===== src/rtl/mem_sram_ctrl.sv =====
// MEM-stage controller that serves word loads/stores from a narrower asynchronous SRAM.
// Each access is split into SRAM_DW-wide beats, and ready is held low until the word is complete.
module mem_sram_ctrl #(
  parameter int WORD_W      = 32,
  parameter int SRAM_DW     = 16,
  parameter int SRAM_AW     = 18,
  parameter int WAIT_CYCLES = 5,
  parameter int ADDR_BASE   = 1024
) (
  input  logic               clk,
  input  logic               rst,
  input  logic               rd_en,
  input  logic               wr_en,
  input  logic [WORD_W-1:0]  address,
  input  logic [WORD_W-1:0]  write_data,
  output logic [WORD_W-1:0]  read_data,
  output logic               ready,
  output logic [SRAM_AW-1:0] sram_addr,
  output logic [SRAM_DW-1:0] sram_dq_out,
  input  logic [SRAM_DW-1:0] sram_dq_in,
  output logic               sram_dq_oe,
  output logic               sram_we_n
);

  localparam int BEATS = WORD_W / SRAM_DW;
  localparam int BW    = (BEATS > 1) ? $clog2(BEATS) : 1;
  localparam int WCW   = $clog2(WAIT_CYCLES);
  localparam int SH    = $clog2(WORD_W / 8);
  localparam logic [WORD_W-1:0] BASE      = WORD_W'(ADDR_BASE);
  localparam logic [BW-1:0]     LAST_BEAT = BW'(BEATS - 1);
  localparam logic [WCW-1:0]    LAST_WAIT = WCW'(WAIT_CYCLES - 1);

  typedef enum logic [1:0] {IDLE = 2'd0, ACCESS = 2'd1, DONE = 2'd2} state_t;

  state_t            state;
  logic              op_rd;
  logic [WORD_W-1:0] word_idx;
  logic [WORD_W-1:0] wdata;
  logic [BW-1:0]     beat_cnt;
  logic [WCW-1:0]    wait_cnt;
  logic [WORD_W-1:0] req_idx;

  assign req_idx = (address - BASE) >> SH;

  // {word, beat} concatenation; addresses past the SRAM wrap modulo 2^SRAM_AW.
  function automatic logic [SRAM_AW-1:0] beat_addr(input logic [WORD_W-1:0] idx,
                                                   input logic [BW-1:0] beat);
    logic [SRAM_AW+WORD_W+BW-1:0] full;
    full = {{SRAM_AW{1'b0}}, idx, beat};
    return full[SRAM_AW-1:0];
  endfunction

  function automatic logic [SRAM_DW-1:0] slice(input logic [WORD_W-1:0] w,
                                               input logic [BW-1:0] beat);
    return w[beat*SRAM_DW +: SRAM_DW];
  endfunction

  // The freeze must assert in the request cycle itself, so the IDLE term is combinational.
  always_comb begin
    ready = 1'b0;
    case (state)
      IDLE:    ready = ~(rd_en | wr_en);
      DONE:    ready = 1'b1;
      default: ready = 1'b0;
    endcase
  end

  always_ff @(posedge clk) begin
    if (rst) begin
      state       <= IDLE;
      op_rd       <= 1'b0;
      word_idx    <= '0;
      wdata       <= '0;
      beat_cnt    <= '0;
      wait_cnt    <= '0;
      read_data   <= '0;
      sram_addr   <= '0;
      sram_dq_out <= '0;
      sram_dq_oe  <= 1'b0;
      sram_we_n   <= 1'b1;
    end else begin
      case (state)
        IDLE: begin
          if (rd_en | wr_en) begin
            state       <= ACCESS;
            op_rd       <= rd_en;
            word_idx    <= req_idx;
            wdata       <= write_data;
            beat_cnt    <= '0;
            wait_cnt    <= '0;
            sram_addr   <= beat_addr(req_idx, '0);
            sram_dq_out <= slice(write_data, '0);
            sram_dq_oe  <= ~rd_en;
            sram_we_n   <= rd_en;
          end
        end
        ACCESS: begin
          if (wait_cnt == LAST_WAIT) begin
            if (op_rd) read_data[beat_cnt*SRAM_DW +: SRAM_DW] <= sram_dq_in;
            wait_cnt <= '0;
            if (beat_cnt == LAST_BEAT) begin
              state      <= DONE;
              sram_dq_oe <= 1'b0;
              sram_we_n  <= 1'b1;
            end else begin
              beat_cnt    <= beat_cnt + 1'b1;
              sram_addr   <= beat_addr(word_idx, beat_cnt + 1'b1);
              sram_dq_out <= slice(wdata, beat_cnt + 1'b1);
              sram_we_n   <= op_rd;
            end
          end else begin
            wait_cnt <= wait_cnt + 1'b1;
            // we_n rises for the final cycle of the beat; that edge commits the write.
            if (wait_cnt + 1'b1 == LAST_WAIT) sram_we_n <= 1'b1;
          end
        end
        DONE: state <= IDLE;
        default: state <= IDLE;
      endcase
    end
  end

endmodule

===== config.mk =====
export PLATFORM = sky130hd
export DESIGN_NAME = mem_sram_ctrl
export DESIGN_NICKNAME = d
export VERILOG_FILES = /design/src/rtl/mem_sram_ctrl.sv
export SDC_FILE = /design/constraint.sdc
export NUM_CORES = 1
export LEC_CHECK = 0
export CORE_ASPECT_RATIO = 0.75
export CORE_MARGIN = 4
export CORE_UTILIZATION = 49
export DETAILED_ROUTE_END_ITERATION = 16
export PLACE_DENSITY = 0.85
export REMOVE_ABC_BUFFERS = 1
export SLEW_MARGIN = 5
export SYNTH_ARGS = -nofsm -noshare
export SYNTH_HDL_FRONTEND = slang
export SYNTH_SLANG_ARGS = --single-unit

===== constraint.sdc =====
create_clock -name clk -period 5.1 [get_ports clk]
set_input_delay 1.275 -clock clk [delete_from_list [all_inputs] [get_ports clk]]
set_output_delay 1.275 -clock clk [all_outputs]
set_load 0.02 [all_outputs]

==> results of run 1 <==
[layer usage]
layer	part of all wire	global-route usage	vias up
li1	-	-	2083
met1	0.43	0.306	2049
met2	0.49	0.394	155
met3	0.056	0.0666	27
met4	0.023	0.0723	0
met5	0	0	-
[logic make-up (layout without fill, tap and decap cells)]
group                    Yosys count  after routing  share of synthesized area
multiplexers                      17             17                     0.0377
buffers and inverters             58            165                     0.0568
flip-flops                       108            108                      0.479
XOR/XNOR                           7              7                     0.0136
AND/OR/NAND/NOR                  202            202                      0.202
adder cells (fa/ha/maj)            4              4                     0.0111
AO/OA/AOI/OAI                    150            150                      0.199
[synth_stat cells (all sizes together), types with 3 or more instances]
cell type,n,area [sq um]
a21oi,93,477
dfxtp,108,2160
clkbuf,34,129
ha,4,50.1
a211oi,20,150
nor2,38,145
nor3b,17,128
and3,6,37.5
o2111ai,3,26.3
nand3,8,40.0
nand2,109,409
a311oi,8,70.1
o21ai,13,65.1
o221ai,4,35.0
inv,8,30.0
nand3b,3,22.5
buf,16,97.6
mux2i,17,170
xnor2,5,43.8
nor3,6,30.0
[where the power goes]
part	switching, mW	leakage, nW	internal, mW
combinational	0.180	1.17	0.155
clock	0.299	0.156	0.441
sequential	0.0290	0.886	0.895
total	0.508	2.21	1.49
[layout by cell type (no fill, tap or decap), types with 5 or more instances in the layout]
| cell type | count |
|---|---|
| sky130_fd_sc_hd__clkdlybuf4s50_1 | 136 |
| sky130_fd_sc_hd__and3_1 | 6 |
| sky130_fd_sc_hd__clkbuf_16 | 9 |
| sky130_fd_sc_hd__dfxtp_1 | 108 |
| sky130_fd_sc_hd__nor3_1 | 6 |
| sky130_fd_sc_hd__a21oi_1 | 92 |
| sky130_fd_sc_hd__a311oi_1 | 8 |
| sky130_fd_sc_hd__xnor2_1 | 5 |
| sky130_fd_sc_hd__inv_1 | 8 |
| sky130_fd_sc_hd__buf_4 | 5 |
| sky130_fd_sc_hd__nor3b_1 | 17 |
| sky130_fd_sc_hd__nand3_1 | 8 |
| sky130_fd_sc_hd__o21ai_0 | 13 |
| sky130_fd_sc_hd__mux2i_1 | 17 |
| sky130_fd_sc_hd__nand2_1 | 109 |
| sky130_fd_sc_hd__a211oi_1 | 20 |
| sky130_fd_sc_hd__nor2_1 | 36 |
[cell type report]
type                    instances  area [sq um]
fillers                       715          2850
flip-flops and latches        108          2160
multi-input cells             380          2110
repair buffers                142          1400
clock buffers                  11           243
well taps                     112           140
clock inverters                 4          73.8
inverters                       8          30.0
[critical path, cell delays in order]
cell                              delay, ns
sky130_fd_sc_hd__clkdlybuf4s50_1       0.48
sky130_fd_sc_hd__nor2_1                0.36
sky130_fd_sc_hd__nor2_1                0.08
sky130_fd_sc_hd__nor2_1                0.10
sky130_fd_sc_hd__clkdlybuf4s50_1       0.61
[how the worst min path moves through the flow]
stage | startpoint | end | slack, ns | cells past startpoint
finish | wdata[17] | wdata[17] | 0.45 | 2
global route | wdata[25] | wdata[25] | 0.47 | 2
CTS | wdata[25] | wdata[25] | 0.45 | 2
detailed placement | wdata[21] | wdata[21] | 0.44 | 2
global placement | wdata[25] | wdata[25] | 0.44 | 2
floorplan | wdata[16] | wdata[16] | 0.43 | 2
[per-stage QoR]
step	hold WS (ns)	instance area [sq um]	setup slack, ns	utilization	std cells
2_1_floorplan	0.425	4290	2.01	-	496
3_3_place_gp	0.437	5840	0.949	0.648	750
3_5_place_dp	0.442	5840	0.922	0.648	750
4_1_cts	0.453	6160	0.913	0.684	765
5_1_grt	0.470	6160	0.824	0.684	765
6_report	0.454	6160	0.913	0.684	765
[state kept, by name, indices dropped and copies added, names as in the netlist]
name,count
beat_cnt,1
op_rd,1
read_data,32
sram_addr,18
sram_dq_oe,1
sram_dq_out,16
sram_we_n,1
state,2
wait_cnt,3
wdata,16
word_idx,17
==> impl_summary.log, run 1 <==
[metrics] result of the run: finished clean
[metrics] Async SR Flop Fraction: 0
[metrics] CTS tree: done
[metrics] minimum setup slack among reg-to-reg paths: ~2.6 ns
[metrics] number of max-capacitance violations reported: 0
[metrics] relative slew slack: 0.232
[metrics] flops & latches, synth: 108
[metrics] cell count of the worst reg-to-reg path: 6
[metrics] cell at the root of the clock tree: sky130_fd_sc_hd__clkbuf_16
[metrics] maximum clock insertion buffer count: 2
[metrics] Worst setup endpoint: ready
[metrics] # DRC: 0
[metrics] Post-CTS Repair Setup Buffers: 0
[metrics] total inserted antenna cells: 0
[metrics] r2r endpoint: read_data[6]
[metrics] total count of max-transition violations in the final report: 0
[metrics] detail-routed net length per standard cell: between 15 and 20 um
[metrics] wire length of the first global-routing pass: about 21000 um
[metrics] share of post-route cells with drive strength above 1: 0.0413
[metrics] insertion delay of the later-clocked pin in the worst-skew pair: ~0.35 ns
[metrics] power density over the cells: between 300 and 400 nW/um^2
[metrics] standard-cell row count: 30
[metrics] worst clock skew on the final layout: 0.00536 ns
[metrics] final setup vio count: 0
[metrics] die span in y: approximately 91 um
[metrics] pin count of the biggest net entering global routing: 76
[metrics] first drt pass iteration count: 5
[metrics] core area: 9010 sq um
[metrics] data required time at the worst endpoint: about 3.8 ns
[metrics] slew at the pin with the worst max-slew slack: about 1.1 ns
[metrics] crit path time final: about 4.2 ns
[metrics] initial antenna violation count: 0
[metrics] launch point of the worst path: rd_en
[metrics] synthesized area: around 4500 sq um
[metrics] hold-fix buffers at CTS: 0
[metrics] overall track demand over capacity in global routing: 0.239
[metrics] Congestion Overflow GR: 0
[metrics] area added between synthesis and finish: 36.5%
[metrics] TritonCTS Buffers: 9
[metrics] drt initial violations: about 420
[metrics] Total Die Area: approximately 11000 sq um
[metrics] routability congestion estimate from global placement: just under 0.8
[metrics] total power after layout: about 2.0 mW
[metrics] number of instances in the synthesized netlist: 546
[metrics] number of nets at the end of the flow: approximately 740
[metrics] sequential cell area fraction in the yosys report: 0.479
[metrics] sum of routed wire length over all layers: roughly 13000 um
[metrics] worst voltage drop across the vdd grid: approximately 0.00023 V
[metrics] fin crit share: 0.821
[metrics] Avg Inst Size Synth: about 8.3 sq um
[metrics] critical path class: in2out
[metrics] EDFF count, synth: 0
[metrics] H-tree level count: 3
[metrics] Initial Util: 0.501
[metrics] post-CTS resize count: 0
[metrics] crit end category: output port
[metrics] Chip Width: around 120 um
[metrics] via/cell ratio: ~5.6
[metrics] clk slew on worst S/H paths: ~0.070 ns
[metrics] leakage power figure: between 2 and 2.5 nW
[metrics] maximum clock frequency: 239 MHz
[metrics] RSZ-0062 raised after global routing: false
[metrics] biggest fanout along the worst timing path: 5
[metrics] distinct cell type count of the synthesized netlist: 44
[metrics] data arrival time of the critical path: 2.91 ns
[metrics] commonest register cell after synthesis: sky130_fd_sc_hd__dfxtp_1
[metrics] remaining antenna violation count: 0
[metrics] worst min-delay path class: reg2reg
[metrics] port bufs: ~140
[metrics] Worst Setup Start Kind: input port
[metrics] via count of the first global-routing pass: between 4000 and 5000
[metrics] TritonCTS Sinks: approximately 110
[metrics] count of final hold-check violations: 0
[metrics] Final HPWL DP: 8740 um
[metrics] accumulated negative setup slack: 0 ns
[metrics] number of warnings issued by yosys: 0
[metrics] Ports: 153
[metrics] worst flop-to-flop path startpoint: wait_cnt[0]
[metrics] via count of the routed design: roughly 4300
Note: power is estimated with default switching activity, not from simulation.
==> run 2, diff against run 1 <==
--- a/config.mk
+++ b/config.mk
@@ -7,9 +7,9 @@
 export LEC_CHECK = 0
 export CORE_ASPECT_RATIO = 0.75
 export CORE_MARGIN = 4
-export CORE_UTILIZATION = 49
+export CORE_UTILIZATION = 45
 export DETAILED_ROUTE_END_ITERATION = 16
-export PLACE_DENSITY = 0.85
+export PLACE_DENSITY = 0.79
 export REMOVE_ABC_BUFFERS = 1
 export SLEW_MARGIN = 5
 export SYNTH_ARGS = -nofsm -noshare
==> constraint.sdc (replaced) <==
create_clock -name clk -period 4.3 [get_ports clk]
set_input_delay 1.075 -clock clk [delete_from_list [all_inputs] [get_ports clk]]
set_output_delay 1.075 -clock clk [all_outputs]
set_load 0.02 [all_outputs]
==> run 2 against run 1 <==
  * Non-clock buffer count unchanged
  * Total power increased by 13%
  * Critical endpoint unchanged
  * Register-to-register slack got worse by 0.81 ns
  * Count of clock-buffer cells in the layout unchanged
==> impl_summary.log, run 2 (synthesis results as in run 1) <==
[metrics] CTS tree: done
[metrics] sum of routed wire length over all layers: roughly 13000 um
[metrics] worst min-delay path class: reg2reg
[metrics] insertion delay of the later-clocked pin in the worst-skew pair: between 0.3 and 0.4 ns
[metrics] via count of the routed design: between 4000 and 5000
[metrics] minimum setup slack among reg-to-reg paths: approximately 1.8 ns
[metrics] area added between synthesis and finish: 36.2%
[metrics] Worst setup endpoint: ready
[metrics] relative slew slack: 0.219
[metrics] final setup vio count: 0
[metrics] total inserted antenna cells: 0
[metrics] power density over the cells: 368 nW/um^2
[metrics] fillcell total: roughly 800
[metrics] cell at the root of the clock tree: sky130_fd_sc_hd__clkbuf_16
[metrics] leading cell type in the layout, fill and taps excluded: sky130_fd_sc_hd__clkdlybuf4s50_1
[metrics] worst flop-to-flop path startpoint: wait_cnt[0]
[metrics] worst path bufs/invs: 2
[metrics] via count of the first global-routing pass: between 4000 and 5000
[metrics] CP max stage delay: 0.61 ns
[metrics] pin count of the biggest net entering global routing: a little under 100
[metrics] accumulated negative setup slack: 0 ns
[metrics] initial antenna violation count: 0
[metrics] die span in y: around 95 um
[metrics] number of max-capacitance violations reported: 0
[metrics] Initial Util: 0.464
[metrics] critical path class: in2out
[metrics] depth of the worst hold-timing path: 2
[metrics] Slowest cell on crit path: sky130_fd_sc_hd__clkdlybuf4s50_1
[metrics] TritonCTS Sinks: roughly 110
[metrics] remaining antenna violation count: 0
[metrics] wire length of the first global-routing pass: a little over 20000 um
[metrics] Regs by FF count: read_data: 32 flops, sram_addr: 18 flops, word_idx: 17 flops
[metrics] leakage power figure: between 2 and 2.5 nW
[metrics] Post-CTS Repair Setup Buffers: 0
[metrics] area used by sequential logic in the layout: 2160 sq um
[metrics] routability congestion estimate from global placement: 0.759
[metrics] biggest fanout along the worst timing path: 5
[metrics] H-tree level count: 3
[metrics] count of non-filler cells in the finished layout: slightly below 800
[metrics] count of final hold-check violations: 0
[metrics] worst voltage drop across the vdd grid: between 0.00015 and 0.0002 V
[metrics] RSZ-0062 raised after global routing: false
[metrics] data arrival time of the critical path: between 2 and 3 ns
[metrics] commonest cells after routing, fill and taps aside: sky130_fd_sc_hd__clkdlybuf4s50_1, sky130_fd_sc_hd__nand2_1, sky130_fd_sc_hd__dfxtp_1
[metrics] result of the run: finished clean
[metrics] maximum clock frequency: roughly 260 MHz
[metrics] share of post-route cells with drive strength above 1: 0.0414
[metrics] Ports: between 150 and 200
[metrics] total power after layout: 2.27 mW
[metrics] core area: a little under 10000 sq um
[metrics] worst clock skew on the final layout: 0.00790 ns
[metrics] area of the multi-input gates: 2110 sq um
[metrics] number of nets at the end of the flow: 737
[metrics] crit path time final: 3.88 ns
[metrics] logic depth of the worst setup path including buffers: 5
[metrics] Final HPWL DP: ~8400 um
[metrics] launch point of the worst path: rd_en
[metrics] family of cells with the greatest summed delay on the critical path: buffers and inverters
[metrics] data required time at the worst endpoint: between 3 and 4 ns
[metrics] port bufs: about 140
[metrics] most frequent CP cell: sky130_fd_sc_hd__nor2_1
[metrics] clk slew on worst S/H paths: ~0.070 ns
[metrics] maximum clock insertion buffer count: 2
[metrics] first drt pass iteration count: 5
[metrics] slew at the pin with the worst max-slew slack: ~1.2 ns
[metrics] largest register by flop count: read_data
[metrics] overall track demand over capacity in global routing: 0.215
[metrics] r2r endpoint: read_data[14]
[metrics] hold-fix buffers at CTS: 0
[metrics] fin crit share: 0.902
[metrics] total count of max-transition violations in the final report: 0
[metrics] Worst Setup Start Kind: input port
[metrics] standard-cell row count: 31
[metrics] Total Die Area: 11700 sq um
[metrics] # DRC: 0
[metrics] post-CTS resize count: 0
[metrics] Chip Width: between 100 and 150 um
[metrics] TritonCTS Buffers: 9
[metrics] cells traversed along the worst timing path: clkdlybuf4s50_1 -> nor2_1 -> nor2_1 -> nor2_1 -> clkdlybuf4s50_1
[metrics] detail-routed net length per standard cell: approximately 16 um
[metrics] number of flip-flops in the largest register: 32
[metrics] via/cell ratio: ~5.4
[metrics] Congestion Overflow GR: 0
[metrics] cell count of the worst reg-to-reg path: 6
[metrics] drt initial violations: 342
[metrics] crit end category: output port
[metrics] dpl cells: just under 800
## run 2: changes by cell type in the layout (fill, tap and decap cells not counted)
cell                         before  now
sky130_fd_sc_hd__nor2_4           0    1
sky130_fd_sc_hd__bufinv_16        2    0
sky130_fd_sc_hd__clkbuf_1         1    0
sky130_fd_sc_hd__clkinvlp_4       0    2
sky130_fd_sc_hd__clkinv_2         1    0
sky130_fd_sc_hd__nor2_2           2    1
sky130_fd_sc_hd__clkbuf_8         1    2
## run 2: report_power, final
group / leakage [nW] / total [mW] / internal [mW] / switching (mW)
Sequential: 0.886 / 1.10 / 1.06 / 0.0343
Clock: 0.130 / 0.772 / 0.419 / 0.353
Combinational: 1.17 / 0.397 / 0.185 / 0.212
## run 2: worst min path at each step
stage | start | slack (ns) | end
final | wdata[19] | 0.45 | wdata[19]
after global routing | read_data[29] | 0.47 | read_data[29]
after CTS | wdata[21] | 0.45 | wdata[21]
after detailed placement | wdata[16] | 0.44 | wdata[16]
after global placement | wdata[19] | 0.44 | wdata[19]
after floorplan | wdata[16] | 0.43 | wdata[16]
## run 2: metrics by stage
stage	util	setup WS (ns)	area [sq um]	hold WS [ns]
3_3_place_gp	0.603	0.493	5870	0.437
3_5_place_dp	0.603	0.432	5870	0.442
5_1_grt	0.632	0.248	6150	0.470
6_report	0.632	0.422	6150	0.453
4_1_cts	0.632	0.418	6150	0.452
2_1_floorplan	-	1.31	4290	0.425
## run 2: per-layer routing
metal | wire length (um) | global-route usage | vias up
met3 | 848 | 0.0485 | 18
met1 | 5660 | 0.292 | 1990
met2 | 6000 | 0.344 | 157
li1 | - | - | 2086
met5 | 0 | 0 | -
met4 | 182 | 0.0627 | 0
## run 2: final cells by class
type,count,area share
sequential,108,0.352
multi-input combinational,380,0.343
timing repair buffer,142,0.228
clock buffer,11,0.0411
tap,132,0.0269
inverter,8,0.00488
clock inverter,3,0.00387
## run 2: worst min-delay path, delay by kind of cell (launching register included)
kind | cells | cell delay [ns]
DFF | 1 | 0.31
AOI/OAI and AO/OA | 1 | 0.05
and+or+nand+nor | 1 | 0.05
==> run 3, diff against run 2 <==
--- a/config.mk
+++ b/config.mk
@@ -7,9 +7,9 @@
 export LEC_CHECK = 0
 export CORE_ASPECT_RATIO = 0.75
 export CORE_MARGIN = 4
-export CORE_UTILIZATION = 45
+export CORE_UTILIZATION = 49
 export DETAILED_ROUTE_END_ITERATION = 16
-export PLACE_DENSITY = 0.79
+export PLACE_DENSITY = 0.84
 export REMOVE_ABC_BUFFERS = 1
 export SLEW_MARGIN = 5
 export SYNTH_ARGS = -nofsm -noshare
==> constraint.sdc (replaced) <==
create_clock -name clk -period 5 [get_ports clk]
set_input_delay 1.25 -clock clk [delete_from_list [all_inputs] [get_ports clk]]
set_output_delay 1.25 -clock clk [all_outputs]
set_load 0.02 [all_outputs]
==> run 3 against run 2 <==
  * Utilization rose by 5.0 points
  * Worst hold slack got worse by 0.0015 ns
  * First-iteration DRC count rose by 35%
  * Critical endpoint unchanged
==> impl_summary.log, run 3 (synthesis results as in run 1) <==
[metrics] Worst Setup Start Kind: input port
[metrics] maximum clock frequency: approximately 250 MHz
[metrics] dpl cells: between 700 and 800
[metrics] worst voltage drop across the vdd grid: around 0.00017 V
[metrics] count of non-filler cells in the finished layout: between 700 and 800
[metrics] via count of the first global-routing pass: 4169
[metrics] Post-Route Hold Slack: around 0.45 ns
[metrics] worst clock skew on the final layout: ~0.0065 ns
[metrics] TritonCTS Sinks: 108
[metrics] CTS tree: done
[metrics] RSZ-0062 raised after global routing: false
[metrics] # DRC: 0
[metrics] Final HPWL DP: between 8000 and 9000 um
[metrics] detail-routed net length per standard cell: between 15 and 20 um
[metrics] number of flip-flops in the largest register: 32
[metrics] overall track demand over capacity in global routing: 0.232
[metrics] accumulated negative setup slack: 0 ns
[metrics] slew at the pin with the worst max-slew slack: approximately 1.1 ns
[metrics] min setup slack post-route: slightly above 0.9 ns
[metrics] drt initial violations: ~460
[metrics] wire length of the first global-routing pass: about 21000 um
[metrics] total inserted antenna cells: 0
[metrics] core utilization of the finished layout: 0.682
[metrics] worst min-delay path class: reg2reg
[metrics] crit end category: output port
[metrics] biggest fanout along the worst timing path: 5
[metrics] depth of the worst hold-timing path: 2
[metrics] first drt pass iteration count: 5
[metrics] count of final hold-check violations: 0
[metrics] Ports: 153
[metrics] via count of the routed design: between 4000 and 5000
[metrics] sum of routed wire length over all layers: ~13000 um
[metrics] core area: between 9000 and 10000 sq um
[metrics] fillcell total: ~740
[metrics] power density over the cells: ~320 nW/um^2
[metrics] Post-CTS Repair Setup Buffers: 0
[metrics] Total Die Area: ~11000 sq um
[metrics] TritonCTS Buffers: 9
[metrics] leading cell type in the layout, fill and taps excluded: sky130_fd_sc_hd__clkdlybuf4s50_1
[metrics] crit path time final: slightly above 4 ns
[metrics] critical path class: in2out
[metrics] result of the run: finished clean
[metrics] Regs by FF count: read_data: 32 flops, sram_addr: 18 flops, word_idx: 17 flops
[metrics] port bufs: roughly 140
[metrics] pin count of the biggest net entering global routing: 53
[metrics] cell count of the worst reg-to-reg path: 3
[metrics] routability congestion estimate from global placement: between 0.8 and 0.9
[metrics] relative slew slack: 0.269
[metrics] maximum clock insertion buffer count: 2
[metrics] Chip Width: between 100 and 150 um
[metrics] commonest cells after routing, fill and taps aside: sky130_fd_sc_hd__clkdlybuf4s50_1, sky130_fd_sc_hd__nand2_1, sky130_fd_sc_hd__dfxtp_1
[metrics] final setup vio count: 0
[metrics] number of nets at the end of the flow: 739
[metrics] Congestion Overflow GR: 0
[metrics] leakage power figure: about 2.2 nW
[metrics] die span in y: around 90 um
[metrics] insertion delay of the later-clocked pin in the worst-skew pair: roughly 0.34 ns
[metrics] standard-cell row count: 30
[metrics] clk slew on worst S/H paths: roughly 0.070 ns
[metrics] initial antenna violation count: 0
[metrics] area added between synthesis and finish: 36.1%
[metrics] fin crit share: 0.815
[metrics] cell at the root of the clock tree: sky130_fd_sc_hd__clkbuf_16
[metrics] number of max-capacitance violations reported: 0
[metrics] largest register by flop count: read_data
[metrics] data arrival time of the critical path: ~2.8 ns
[metrics] H-tree level count: 3
[metrics] total count of max-transition violations in the final report: 0
[metrics] worst setup slack after placement: around 0.94 ns
[metrics] share of post-route cells with drive strength above 1: 0.0427
[metrics] data required time at the worst endpoint: 3.75 ns
[metrics] via/cell ratio: approximately 5.7
[metrics] Initial Util: 0.501
[metrics] hold-fix buffers at CTS: 0
[metrics] post-CTS resize count: 0
[metrics] remaining antenna violation count: 0
## run 3: worst paths after layout
kind | slack (ns) | to | from
hold / removal | 0.45 | wdata[26] | wdata[26]
setup reg to reg | 2.50 | sram_dq_out[4] | beat_cnt
hold reg to reg | 0.45 | wdata[26] | wdata[26]
setup / recovery | 0.93 | ready | rd_en
## run 3: worst max-delay path: stages
cell	delay (ns)
sky130_fd_sc_hd__clkdlybuf4s50_1	0.47
sky130_fd_sc_hd__nor2_1	0.33
sky130_fd_sc_hd__nor2_1	0.07
sky130_fd_sc_hd__nor2_1	0.09
sky130_fd_sc_hd__clkdlybuf4s50_1	0.61
## run 3: layer usage
metal  vias to the layer above  routed length [um]  track usage
met3                        29                 916       0.0648
met4                         0                 341       0.0868
met5                         -                   0            0
met1                      2050                5590        0.305
li1                       2092                   -            -
met2                       190                5950        0.365
## run 3: power by group
part | switching [mW] | total, mW | internal, mW | leakage [nW]
logic | 0.183 | 0.342 | 0.160 | 1.18
clock network | 0.306 | 0.695 | 0.388 | 0.133
registers | 0.0303 | 0.944 | 0.913 | 0.886
total | 0.519 | 1.98 | 1.46 | 2.19
## run 3: cell type report
class,instances,area [sq um],area share
inverter,8,30.0,0.00489
multi-input combinational,380,2110,0.343
clock inverter,4,50.0,0.00815
timing repair buffer,144,1420,0.231
clock buffer,12,236,0.0385
tap,112,140,0.0228
sequential,108,2160,0.352
## run 3: per-stage QoR
stage                     total power, mW  instance area (sq um)
final                                1.98                   6140
after global routing                 2.07                   6140
after CTS                            1.99                   6140
after detailed placement             1.30                   5860
after global placement               1.29                   5860
after floorplan                      1.12                   4290
